===== config.mk =====
export PLATFORM = sky130hd
export DESIGN_NAME = imm_decode_stage
export DESIGN_NICKNAME = d
export VERILOG_FILES = /design/src/rtl/imm_decode_stage.sv
export SDC_FILE = /design/constraint.sdc
export NUM_CORES = 1
export LEC_CHECK = 0
export ABC_CLOCK_PERIOD_IN_PS = 3400
export BUFFER_PORTS_ARGS = -buffer_cell sky130_fd_sc_hd__buf_2
export CORE_UTILIZATION = 48
export DETAILED_ROUTE_END_ITERATION = 6
export PLACE_DENSITY = 0.67
export SYNTH_ARGS = -nofsm -noshare
export SYNTH_HDL_FRONTEND = slang
export SYNTH_SLANG_ARGS = --single-unit

===== constraint.sdc =====
create_clock -name clk -period 3.4 [get_ports clk]
set_clock_uncertainty 0.05 [all_clocks]
set_input_delay 0.51 -clock clk [delete_from_list [all_inputs] [get_ports clk]]
set_output_delay 0.51 -clock clk [all_outputs]
set_load 0.02 [all_outputs]

===== src/rtl/imm_decode_stage.sv =====
// Registered immediate-decode stage: classifies an RV32/RV64 instruction, builds the
// XLEN-wide immediate and pc-relative target, with valid/ready and optional skid buffer.
module imm_decode_stage #(
  parameter int          XLEN = 32,
  parameter int unsigned SKID = 1
) (
  input  logic            clk,
  input  logic            rst_n,
  input  logic            flush,
  input  logic            in_valid,
  output logic            in_ready,
  input  logic [31:0]     in_instr,
  input  logic [XLEN-1:0] in_pc,
  output logic            out_valid,
  input  logic            out_ready,
  output logic [XLEN-1:0] out_imm,
  output logic [2:0]      out_fmt,
  output logic            out_illegal,
  output logic [XLEN-1:0] out_pc,
  output logic [XLEN-1:0] out_target
);

  // Handshake: a beat moves across a port on a rising edge where valid && ready are
  // both high; valid never depends on ready, and a held beat stays stable until taken.

  localparam logic [6:0] OP_LOAD      = 7'b0000011;
  localparam logic [6:0] OP_JALR      = 7'b1100111;
  localparam logic [6:0] OP_OP_IMM    = 7'b0010011;
  localparam logic [6:0] OP_STORE     = 7'b0100011;
  localparam logic [6:0] OP_BRANCH    = 7'b1100011;
  localparam logic [6:0] OP_LUI       = 7'b0110111;
  localparam logic [6:0] OP_AUIPC     = 7'b0010111;
  localparam logic [6:0] OP_JAL       = 7'b1101111;
  localparam logic [6:0] OP_SYSTEM    = 7'b1110011;
  localparam logic [6:0] OP_OP        = 7'b0110011;
  localparam logic [6:0] OP_OP_IMM_32 = 7'b0011011;
  localparam logic [6:0] OP_OP_32     = 7'b0111011;

  localparam logic [2:0] FMT_B    = 3'b000;
  localparam logic [2:0] FMT_I    = 3'b001;
  localparam logic [2:0] FMT_S    = 3'b010;
  localparam logic [2:0] FMT_U    = 3'b011;
  localparam logic [2:0] FMT_J    = 3'b100;
  localparam logic [2:0] FMT_Z    = 3'b101;
  localparam logic [2:0] FMT_SH   = 3'b110;
  localparam logic [2:0] FMT_NONE = 3'b111;

  typedef struct packed {
    logic [XLEN-1:0] imm;
    logic [2:0]      fmt;
    logic            illegal;
    logic [XLEN-1:0] pc;
    logic [XLEN-1:0] target;
  } beat_t;

  localparam beat_t BEAT_RESET = '{imm: '0, fmt: FMT_NONE, illegal: 1'b0, pc: '0, target: '0};

  logic [6:0]      opcode;
  logic [2:0]      funct3;
  logic            is_shift_f3;
  logic            wide_shamt;
  logic [2:0]      dec_fmt;
  logic            dec_illegal;
  logic [XLEN-1:0] imm_i, imm_s, imm_b, imm_u, imm_j, imm_z, imm_sh;
  logic [XLEN-1:0] dec_imm;
  beat_t           dec_beat;

  assign opcode      = in_instr[6:0];
  assign funct3      = in_instr[14:12];
  assign is_shift_f3 = (funct3 == 3'b001) || (funct3 == 3'b101);
  // Only the 64-bit OP-IMM shift carries a 6-bit shamt; OP-IMM-32 stays at 5 bits.
  assign wide_shamt  = (XLEN == 64) && (opcode == OP_OP_IMM);

  always_comb begin
    dec_fmt     = FMT_NONE;
    dec_illegal = 1'b0;
    case (opcode)
      OP_LOAD, OP_JALR: dec_fmt = FMT_I;
      OP_OP_IMM:        dec_fmt = is_shift_f3 ? FMT_SH : FMT_I;
      OP_STORE:         dec_fmt = FMT_S;
      OP_BRANCH:        dec_fmt = FMT_B;
      OP_LUI, OP_AUIPC: dec_fmt = FMT_U;
      OP_JAL:           dec_fmt = FMT_J;
      OP_SYSTEM:        dec_fmt = funct3[2] ? FMT_Z : FMT_I;
      OP_OP:            dec_fmt = FMT_NONE;
      OP_OP_IMM_32: begin
        if (XLEN == 64) dec_fmt = is_shift_f3 ? FMT_SH : FMT_I;
        else            dec_illegal = 1'b1;
      end
      OP_OP_32: begin
        if (XLEN != 64) dec_illegal = 1'b1;
      end
      default:          dec_illegal = 1'b1;
    endcase
  end

  // Each candidate starts as all sign (or zero) bits, then the low field is overlaid.
  always_comb begin
    imm_i        = {XLEN{in_instr[31]}};
    imm_i[11:0]  = in_instr[31:20];
    imm_s        = {XLEN{in_instr[31]}};
    imm_s[11:0]  = {in_instr[31:25], in_instr[11:7]};
    imm_b        = {XLEN{in_instr[31]}};
    imm_b[12:0]  = {in_instr[31], in_instr[7], in_instr[30:25], in_instr[11:8], 1'b0};
    imm_u        = {XLEN{in_instr[31]}};
    imm_u[31:0]  = {in_instr[31:12], 12'b0};
    imm_j        = {XLEN{in_instr[31]}};
    imm_j[20:0]  = {in_instr[31], in_instr[19:12], in_instr[20], in_instr[30:21], 1'b0};
    imm_z        = '0;
    imm_z[4:0]   = in_instr[19:15];
    imm_sh       = '0;
    imm_sh[4:0]  = in_instr[24:20];
    if (wide_shamt) imm_sh[5] = in_instr[25];
  end

  always_comb begin
    dec_imm = '0;
    case (dec_fmt)
      FMT_B:   dec_imm = imm_b;
      FMT_I:   dec_imm = imm_i;
      FMT_S:   dec_imm = imm_s;
      FMT_U:   dec_imm = imm_u;
      FMT_J:   dec_imm = imm_j;
      FMT_Z:   dec_imm = imm_z;
      FMT_SH:  dec_imm = imm_sh;
      default: dec_imm = '0;
    endcase
  end

  always_comb begin
    dec_beat         = BEAT_RESET;
    dec_beat.imm     = dec_imm;
    dec_beat.fmt     = dec_fmt;
    dec_beat.illegal = dec_illegal;
    dec_beat.pc      = in_pc;
    dec_beat.target  = in_pc + dec_imm;
  end

  // Holding registers: main drives the outputs, skid catches one beat during a stall.
  beat_t main_q, main_d;
  beat_t skid_q, skid_d;
  logic  main_valid_q, main_valid_d;
  logic  skid_valid_q, skid_valid_d;
  logic  main_free;
  logic  accept;

  assign main_free = !main_valid_q || out_ready;
  assign in_ready  = (SKID != 0) ? !skid_valid_q : main_free;
  assign accept    = in_valid && in_ready;

  always_comb begin
    main_d       = main_q;
    skid_d       = skid_q;
    main_valid_d = main_valid_q;
    skid_valid_d = skid_valid_q;
    if (flush) begin
      main_valid_d = 1'b0;
      skid_valid_d = 1'b0;
    end else if (skid_valid_q) begin
      // in_ready is low here, so nothing new can arrive; skid refills main first.
      if (main_free) begin
        main_d       = skid_q;
        main_valid_d = 1'b1;
        skid_valid_d = 1'b0;
      end
    end else if (accept) begin
      if (main_free) begin
        main_d       = dec_beat;
        main_valid_d = 1'b1;
      end else begin
        skid_d       = dec_beat;
        skid_valid_d = 1'b1;
      end
    end else if (out_ready) begin
      main_valid_d = 1'b0;
    end
  end

  always_ff @(posedge clk or negedge rst_n) begin
    if (!rst_n) begin
      main_q       <= BEAT_RESET;
      skid_q       <= BEAT_RESET;
      main_valid_q <= 1'b0;
      skid_valid_q <= 1'b0;
    end else begin
      main_q       <= main_d;
      skid_q       <= skid_d;
      main_valid_q <= main_valid_d;
      skid_valid_q <= skid_valid_d;
    end
  end

  assign out_valid   = main_valid_q;
  assign out_imm     = main_q.imm;
  assign out_fmt     = main_q.fmt;
  assign out_illegal = main_q.illegal;
  assign out_pc      = main_q.pc;
  assign out_target  = main_q.target;

endmodule


==> summary.txt, run 1 <==
Route
  – Iteration-0 DRC Markers: 725
  – First-pass DRT Iterations: 4
  – Post-route ant nets: 0
  – Drt drc: 0
  – Via count: 9,796
  – WL final: between 30,000 and 40,000 um
  – Routed WL per cell: between 15 and 20 um
  – Vias per cell: 5.69

Setup path
  – Crit path kind: in -> reg
  – Max stage delay on crit path: between 0.2 and 0.3 ns
  – Crit path max fanout: 6
  – Crit-path slowest cell: ha_1
  – Arrival @ worst endpoint: 3.99 ns
  – Worst R2R End: out_target[30]
  – Worst reg2reg path startpoint: skid_valid_q
  – Worst Setup End Kind: flop
  – Crit-path leading delay family: simple AND/OR/NAND/NOR gates
  – R2R Setup Slk: around 1.1 ns
  – CP bufs+invs: 6
  – Worst-path cell chain: buf_8 -> and3b_2 -> a21oi_2 -> a211o_1 -> a21oi_2 -> nand3_4 -> buf_6 -> o211ai_4 -> nand2_1 -> inv_1 -> ha_1 -> buf_4 -> nor3_1 -> nor2_1 -> o41ai_4 -> buf_4 -> nand2_2 -> nor2_2 -> a21oi_2 -> xnor2_2 -> buf_4 -> a211oi_2 -> a21o_1
  – Crit path launch type: input port
  – CP Data Required Time: 3.74 ns
  – Worst Reg2Reg Path Length in Cells: 7

Final layout
  – Final Cell Area: roughly 0.015 mm2
  – Area grow syn2layout: 41.9%
  – Final net count: about 1,500
  – Layout cells sized above 1: a little under half
  – Area of the multi-input gates: 0.00613 mm2
  – Fill cells: around 1,500
  – Register area: between 0.005 and 0.006 mm2

GRT
  – Largest net degree at the start of global routing: around 110
  – Initial antenna violation count: 1
  – GRT Residual Overflow: 0
  – Gr usage total: around 30%
  – First-pass GRT wire length: slightly above 50,000 um
  – Vias in the first global route: ~9,500

Clock tree
  – Max H-tree Level: 1
  – CTS buffer count: 23
  – Insertion delay to the later sink of the worst-skew pair: 0.51 ns
  – Clock tree buffer depth: 3
  – CTS tree: done
  – Clk pin slew, worst setup/hold paths: about 0.060 ns
  – Root Buffer: clkbuf_16
  – Clock sink count: 202

STA
  – Max transition margin: about a fifth
  – Hold_ws: between 0.05 and 0.06 ns
  – Final Max Tran Viols: 0
  – Worst Slack Setup Final: -0.246 ns
  – Fin. Hold Viols: 0
  – Fin crit period: ~3.6 ns
  – Fmax: between 0.2 and 0.3 GHz
  – Worst Tran Pin Value: 1.20 ns
  – Tcrit/Tclk final: 107%
  – Setup-failing EPs final: 32
  – RSZ-0062 raised after global routing: true

Power and ir drop
  – Design Power: just under 7 mW
  – PwrDens: approximately 450 mW/mm2
  – Leak Pwr: 7.30 nW
  – Worst vdd ir: 0.000384 V

Place
  – Hpwl dp: between 20,000 and 25,000 um
  – Port bufs: 170
  – Routability cong.: about 0.92
  – Area after DPL: ~0.013 mm2

Flow run
  – Max-cap check violation count: 0

Yosys
  – Commonest register cell after synthesis: dfrtp_1
  – Post-synth EDFFs: 0
  – Yosys cell types: 72
  – Synth warn: 0
  – Asr flop ratio synth: between 90% and 100%
  – Syn nets: between 1,000 and 1,500
  – Netlist Area Pre-Place: 0.0106 mm2
  – Average size of a mapped cell: 9.71 um2
  – Post-synthesis sequential area ratio: 47.8%
  – Post-Syn Instances: between 1,000 and 1,500
  – Synth Register Bits: a little over 200

Floorplanning
  – Row cnt: 53
  – Die ar.: 0.0226 mm2
  – Initial Util: approximately half
  – Die Width: between 150 and 200 um
  – Core area: approximately 0.021 mm2
  – Chip Height: 150 um
  – I/O pin count: between 150 and 200

Run status
  – Failing checks: setup timing
  – Status: finished with violations

Min path
  – Hold WC Path Type: in -> async
per-stage QoR:
step,std cells,setup slack [ns],TNS (ns),utilization (%)
6_report,1723,-0.246,-3.61,70.6
5_1_grt,1722,-0.405,-9.85,70.5
4_1_cts,1705,-0.165,-1.83,68.1
3_5_place_dp,1627,-0.874,-33.69,61.3
3_3_place_gp,1627,-0.781,-29.46,61.3
2_1_floorplan,1090,-0.525,-10.60,-
cells in the final DEF, fill, tap and decap left out, types with 7 or more instances in the layout:
| cell type | synthesis | layout |
|---|---|---|
| dfrtp_1 | 196 | 195 |
| buf_4 | 0 | 180 |
| buf_2 | 4 | 165 |
| nand2_1 | 166 | 149 |
| o21ai_0 | 134 | 107 |
| mux2_2 | 55 | 54 |
| a21oi_1 | 86 | 49 |
| nor2_1 | 49 | 41 |
| mux2i_1 | 36 | 36 |
| buf_6 | 4 | 29 |
| a21oi_2 | 0 | 28 |
| and3_1 | 24 | 23 |
| o21ai_1 | 7 | 23 |
| clkbuf_16 | 0 | 23 |
| inv_1 | 30 | 19 |
| ha_4 | 0 | 17 |
| nand2_2 | 8 | 16 |
| a21o_1 | 14 | 14 |
| ha_1 | 31 | 13 |
| or3_1 | 12 | 12 |
| a31oi_2 | 10 | 12 |
| inv_2 | 1 | 11 |
| o21ai_2 | 1 | 11 |
| nand3_1 | 15 | 10 |
| xnor2_2 | 0 | 10 |
| nand2_4 | 1 | 9 |
| a21oi_4 | 0 | 9 |
| o21a_1 | 10 | 9 |
| o211ai_1 | 8 | 8 |
| nor3_1 | 10 | 7 |
| xor2_1 | 13 | 7 |
| a31oi_1 | 11 | 7 |
| clkbuf_1 | 51 | 7 |
cell families after synthesis:
family	Yosys count	synth area share, %
AO/OA/AOI/OAI	322	18.8
AND/OR/NAND/NOR	317	14.1
flip-flops	202	47.8
buffers and inverters	97	3.77
multiplexers	91	9.26
adder cells (fa/ha/maj)	32	3.85
XOR/XNOR	29	2.40
sequential cells by signal (all words and copies together) (netlist names):
name          flops
out_pc           32
out_fmt           3
out_target       32
out_valid         1
skid_q          100
out_illegal       1
out_imm          32
skid_valid_q      1
final cells by class:
class	instances	share of cell area, %
clock inverter	7	0.283
timing repair buffer	382	17.7
clock buffer	34	4.37
antenna	1	0.0167
multi-input combinational	791	40.8
tap	275	2.29
sequential	202	33.7
inverter	31	0.791
cell usage after synthesis (all sizes together), types with 9 or more instances:
| cell type | number | area share [%] |
|---|---|---|
| nand3 | 16 | 0.80 |
| buf | 15 | 0.86 |
| and3 | 24 | 1.4 |
| or3 | 13 | 0.82 |
| a21oi | 86 | 4.1 |
| nand2 | 175 | 6.5 |
| xnor2 | 16 | 1.3 |
| mux2i | 36 | 3.4 |
| a21o | 14 | 0.99 |
| ha | 31 | 3.7 |
| a31oi | 21 | 1.8 |
| o211ai | 9 | 0.77 |
| xor2 | 13 | 1.1 |
| nor3 | 12 | 0.78 |
| o21ai | 142 | 6.8 |
| inv | 31 | 1.1 |
| nor2 | 50 | 1.8 |
| o21a | 10 | 0.71 |
| dfrtp | 196 | 46 |
| mux2 | 55 | 5.9 |
| clkbuf | 51 | 1.8 |
power by group:
part / switching (mW) / total (mW) / internal (mW) / leakage, nW
Sequential: 0.212 / 3.01 / 2.80 / 2.55
Clock: 0.995 / 2.33 / 1.34 / 0.348
Combinational: 0.818 / 1.40 / 0.586 / 4.40
Total: 2.02 / 6.74 / 4.72 / 7.30
layer usage:
metal | share of wire, % | up-vias | global-route usage, % | wire (um)
li1 | - | 4521 | - | -
met2 | 46 | 368 | 46.3 | 15600
met3 | 6.0 | 97 | 3.61 | 2040
met5 | 0.027 | - | 0 | 9
met4 | 4.5 | 2 | 11.8 | 1520
met1 | 43 | 4808 | 40.9 | 14600
repair_timing:
item	in CTS	in global routing
gates resized for setup	101	87
cloned	1	0
buffers inserted	38	19
setup endpoints to repair	41	48
pin swaps	71	49
hold buffers	0	0
endpoints found under the hold margin	0	0
worst max-delay path by stage:
stage	slack, ns	from	cells after the start	to
finish	-0.25	in_instr[2]	23	out_target[16]
global route	-0.40	in_instr[2]	23	out_target[16]
CTS	-0.16	in_instr[2]	20	out_target[29]
detailed placement	-0.87	in_instr[2]	20	out_target[29]
global placement	-0.78	in_instr[2]	21	out_target[17]
floorplan	-0.53	in_instr[3]	18	skid_q[31]
No activity file was read; power rests on OpenSTA's default activity.
==> run 2: changes to the inputs <==
--- a/config.mk
+++ b/config.mk
@@ -5,11 +5,13 @@
 export SDC_FILE = /design/constraint.sdc
 export NUM_CORES = 1
 export LEC_CHECK = 0
-export ABC_CLOCK_PERIOD_IN_PS = 3400
+export ABC_CLOCK_PERIOD_IN_PS = 3100
 export BUFFER_PORTS_ARGS = -buffer_cell sky130_fd_sc_hd__buf_2
+export CAP_MARGIN = 20
 export CORE_UTILIZATION = 48
 export DETAILED_ROUTE_END_ITERATION = 6
-export PLACE_DENSITY = 0.67
+export PLACE_DENSITY = 0.7
+export SETUP_SLACK_MARGIN = 0.2
 export SYNTH_ARGS = -nofsm -noshare
 export SYNTH_HDL_FRONTEND = slang
 export SYNTH_SLANG_ARGS = --single-unit
==> constraint.sdc (replaced) <==
create_clock -name clk -period 3.1 [get_ports clk]
set_clock_uncertainty 0.05 [all_clocks]
set_input_delay 0.465 -clock clk [delete_from_list [all_inputs] [get_ports clk]]
set_output_delay 0.465 -clock clk [all_outputs]
set_load 0.02 [all_outputs]
==> summary.txt, run 2 (synthesized netlist as in run 1, its figures left out) <==
Run status
  – Status: finished with violations
  – Failing checks: setup timing

Route
  – Met2 routed WL: about 16,000 um
  – WL met3: 2320 um
  – WL final: around 33,000 um
  – Vias per cell: 5.60
  – Top routing layer in use: met5
  – First-pass DRT Iterations: 5
  – Drt drc: 0
  – Iteration-0 DRC Markers: 562
  – Post-route ant nets: 0
  – Via count: 9,628
  – Routed WL per cell: between 15 and 20 um
  – Met1 wire length: approximately 14,000 um

Clock tree
  – Insertion delay to the later sink of the worst-skew pair: about 0.50 ns
  – Max H-tree Level: 1
  – Root Buffer: clkbuf_16
  – CTS tree: done
  – Clock tree buffer depth: 3
  – Clk pin slew, worst setup/hold paths: 0.06 ns
  – Clock sink count: 202
  – CTS buffer count: 22

Setup path
  – Worst Setup End Kind: flop
  – Worst R2R End: out_imm[16]
  – Worst Reg2Reg Path Length in Cells: 4
  – Crit path launch type: input port
  – Crit-path slowest cell: ha_4
  – Crit-path leading delay family: compound AO/OA/AOI/OAI gates
  – Crit path max fanout: 8
  – Arrival @ worst endpoint: approximately 4 ns
  – Worst-path cell chain: buf_12 -> and3b_2 -> a21oi_2 -> a211o_1 -> a21oi_4 -> nor3_4 -> a21bo_4 -> a21o_1 -> ha_4 -> nand3_2 -> o211ai_1 -> nand4_1 -> buf_6 -> a21oi_4 -> o21ai_4 -> o31ai_4 -> xnor2_2 -> o211ai_1 -> o21a_1
  – CP Data Required Time: around 3.4 ns
  – Worst reg2reg path startpoint: skid_valid_q
  – CP bufs+invs: 2
  – Crit path kind: in -> reg
  – R2R Setup Slk: between 0.8 and 0.9 ns
  – Max stage delay on crit path: around 0.32 ns

Min path
  – Hold WC Path Type: in -> reg
  – Worst Min Path Start: flush
  – Hold path cells: 2
  – Worst hold endpoint: skid_valid_q

GRT
  – Initial antenna violation count: 1
  – Gr usage total: roughly 28%
  – First-pass GRT wire length: just under 50,000 um
  – Vias in the first global route: roughly 9,300
  – Largest net degree at the start of global routing: 80
  – GRT Residual Overflow: 0

Power and ir drop
  – Leak Pwr: between 7 and 8 nW
  – PwrDens: 499 mW/mm2
  – Design Power: 7.55 mW
  – Worst vdd ir: between 0.0004 and 0.0005 V

Final layout
  – N_diodes: 0
  – Largest register FFs: 100
  – Reg with most FFs: skid_q
  – Non-Filler Instances: 1,720
  – Commonest non-fill, non-tap cell in the layout: dfrtp_1
  – Layout cells sized above 1: a little under half
  – Fill cells: ~1,500
  – Final net count: between 1,500 and 2,000
  – Commonest cells after routing, fill and taps aside: dfrtp_1, buf_4, buf_2, nand2_1, o21ai_0
  – Area grow syn2layout: 42.9%

STA
  – Fmax: roughly 0.28 GHz
  – Setup-failing EPs final: between 50 and 60
  – Tcrit/Tclk final: 117%
  – Max transition margin: between 30% and 40%
  – RSZ-0062 raised after global routing: true
  – Worst Slack Setup Final: -0.531 ns
  – Final Max Tran Viols: 0
  – Fin crit period: approximately 3.6 ns
  – Fin. Hold Viols: 0
  – Hold_ws: approximately 0.11 ns
  – Worst Tran Pin Value: 0.999 ns

Place
  – Placed Cells: ~1,600
  – Routability cong.: 0.902
  – Hpwl dp: roughly 23,000 um
  – Port bufs: 170

Flow run
  – Max-cap check violation count: 0

Floorplanning
  – Row cnt: 53
  – Chip Height: about 150 um
  – Initial Util: slightly below 50%
  – I/O pin count: 171
  – Die Width: about 150 um
  – Core area: between 0.02 and 0.025 mm2
  – Die ar.: 0.0226 mm2
==> run 2: stage by stage <==
stage                     cell area, um2  setup TNS, ns  utilization (%)  worst slack, ns
after global placement             13100         -45.44             61.7            -1.07
after floorplan                    10900         -23.21                -           -0.780
final                              15100         -16.50             71.0           -0.531
after detailed placement           13100         -47.45             61.7            -1.10
after CTS                          14500         -12.96             68.3           -0.475
after global routing               15100         -23.78             71.0           -0.668
==> run 2: how the worst max path moves through the flow <==
stage	to	slack, ns	startpoint	cells past startpoint
floorplan	skid_q[31]	-0.78	in_instr[3]	18
global placement	out_target[14]	-1.07	in_instr[2]	22
detailed placement	out_target[15]	-1.10	in_instr[2]	19
CTS	skid_q[23]	-0.47	in_instr[2]	20
global route	out_target[19]	-0.67	in_instr[4]	21
finish	out_target[19]	-0.53	in_instr[2]	19
==> run 2: per-layer routing <==
metal | GRT usage (%) | vias up
met5 | 0 | -
met1 | 39.0 | 4710
met3 | 5.48 | 66
li1 | - | 4515
met4 | 7.53 | 2
met2 | 45.2 | 335
==> run 2: final cells by class <==
cell class | count | area [um2] | share of cell area, %
inverters | 31 | 116 | 0.769
well taps | 275 | 344 | 2.28
flip-flops and latches | 202 | 5070 | 33.5
repair buffers | 381 | 2590 | 17.1
clock inverters | 2 | 35.0 | 0.232
clock buffers | 38 | 712 | 4.71
multi-input cells | 791 | 6260 | 41.4
==> run 2: what timing repair did <==
action / CTS / global route
endpoints found under the setup margin: 55 / 56
setup buffers: 20 / 18
hold endpoints to repair: 28 / 0
gates cloned: 0 / 0
gates resized for setup: 112 / 94
hold buffers: 1 / 0
pin swaps: 59 / 48
==> run 2: power by group <==
part | switching, mW | internal (mW)
Combinational | 0.915 | 0.667
Sequential | 0.226 | 3.07
Clock | 1.05 | 1.63
Total | 2.19 | 5.37
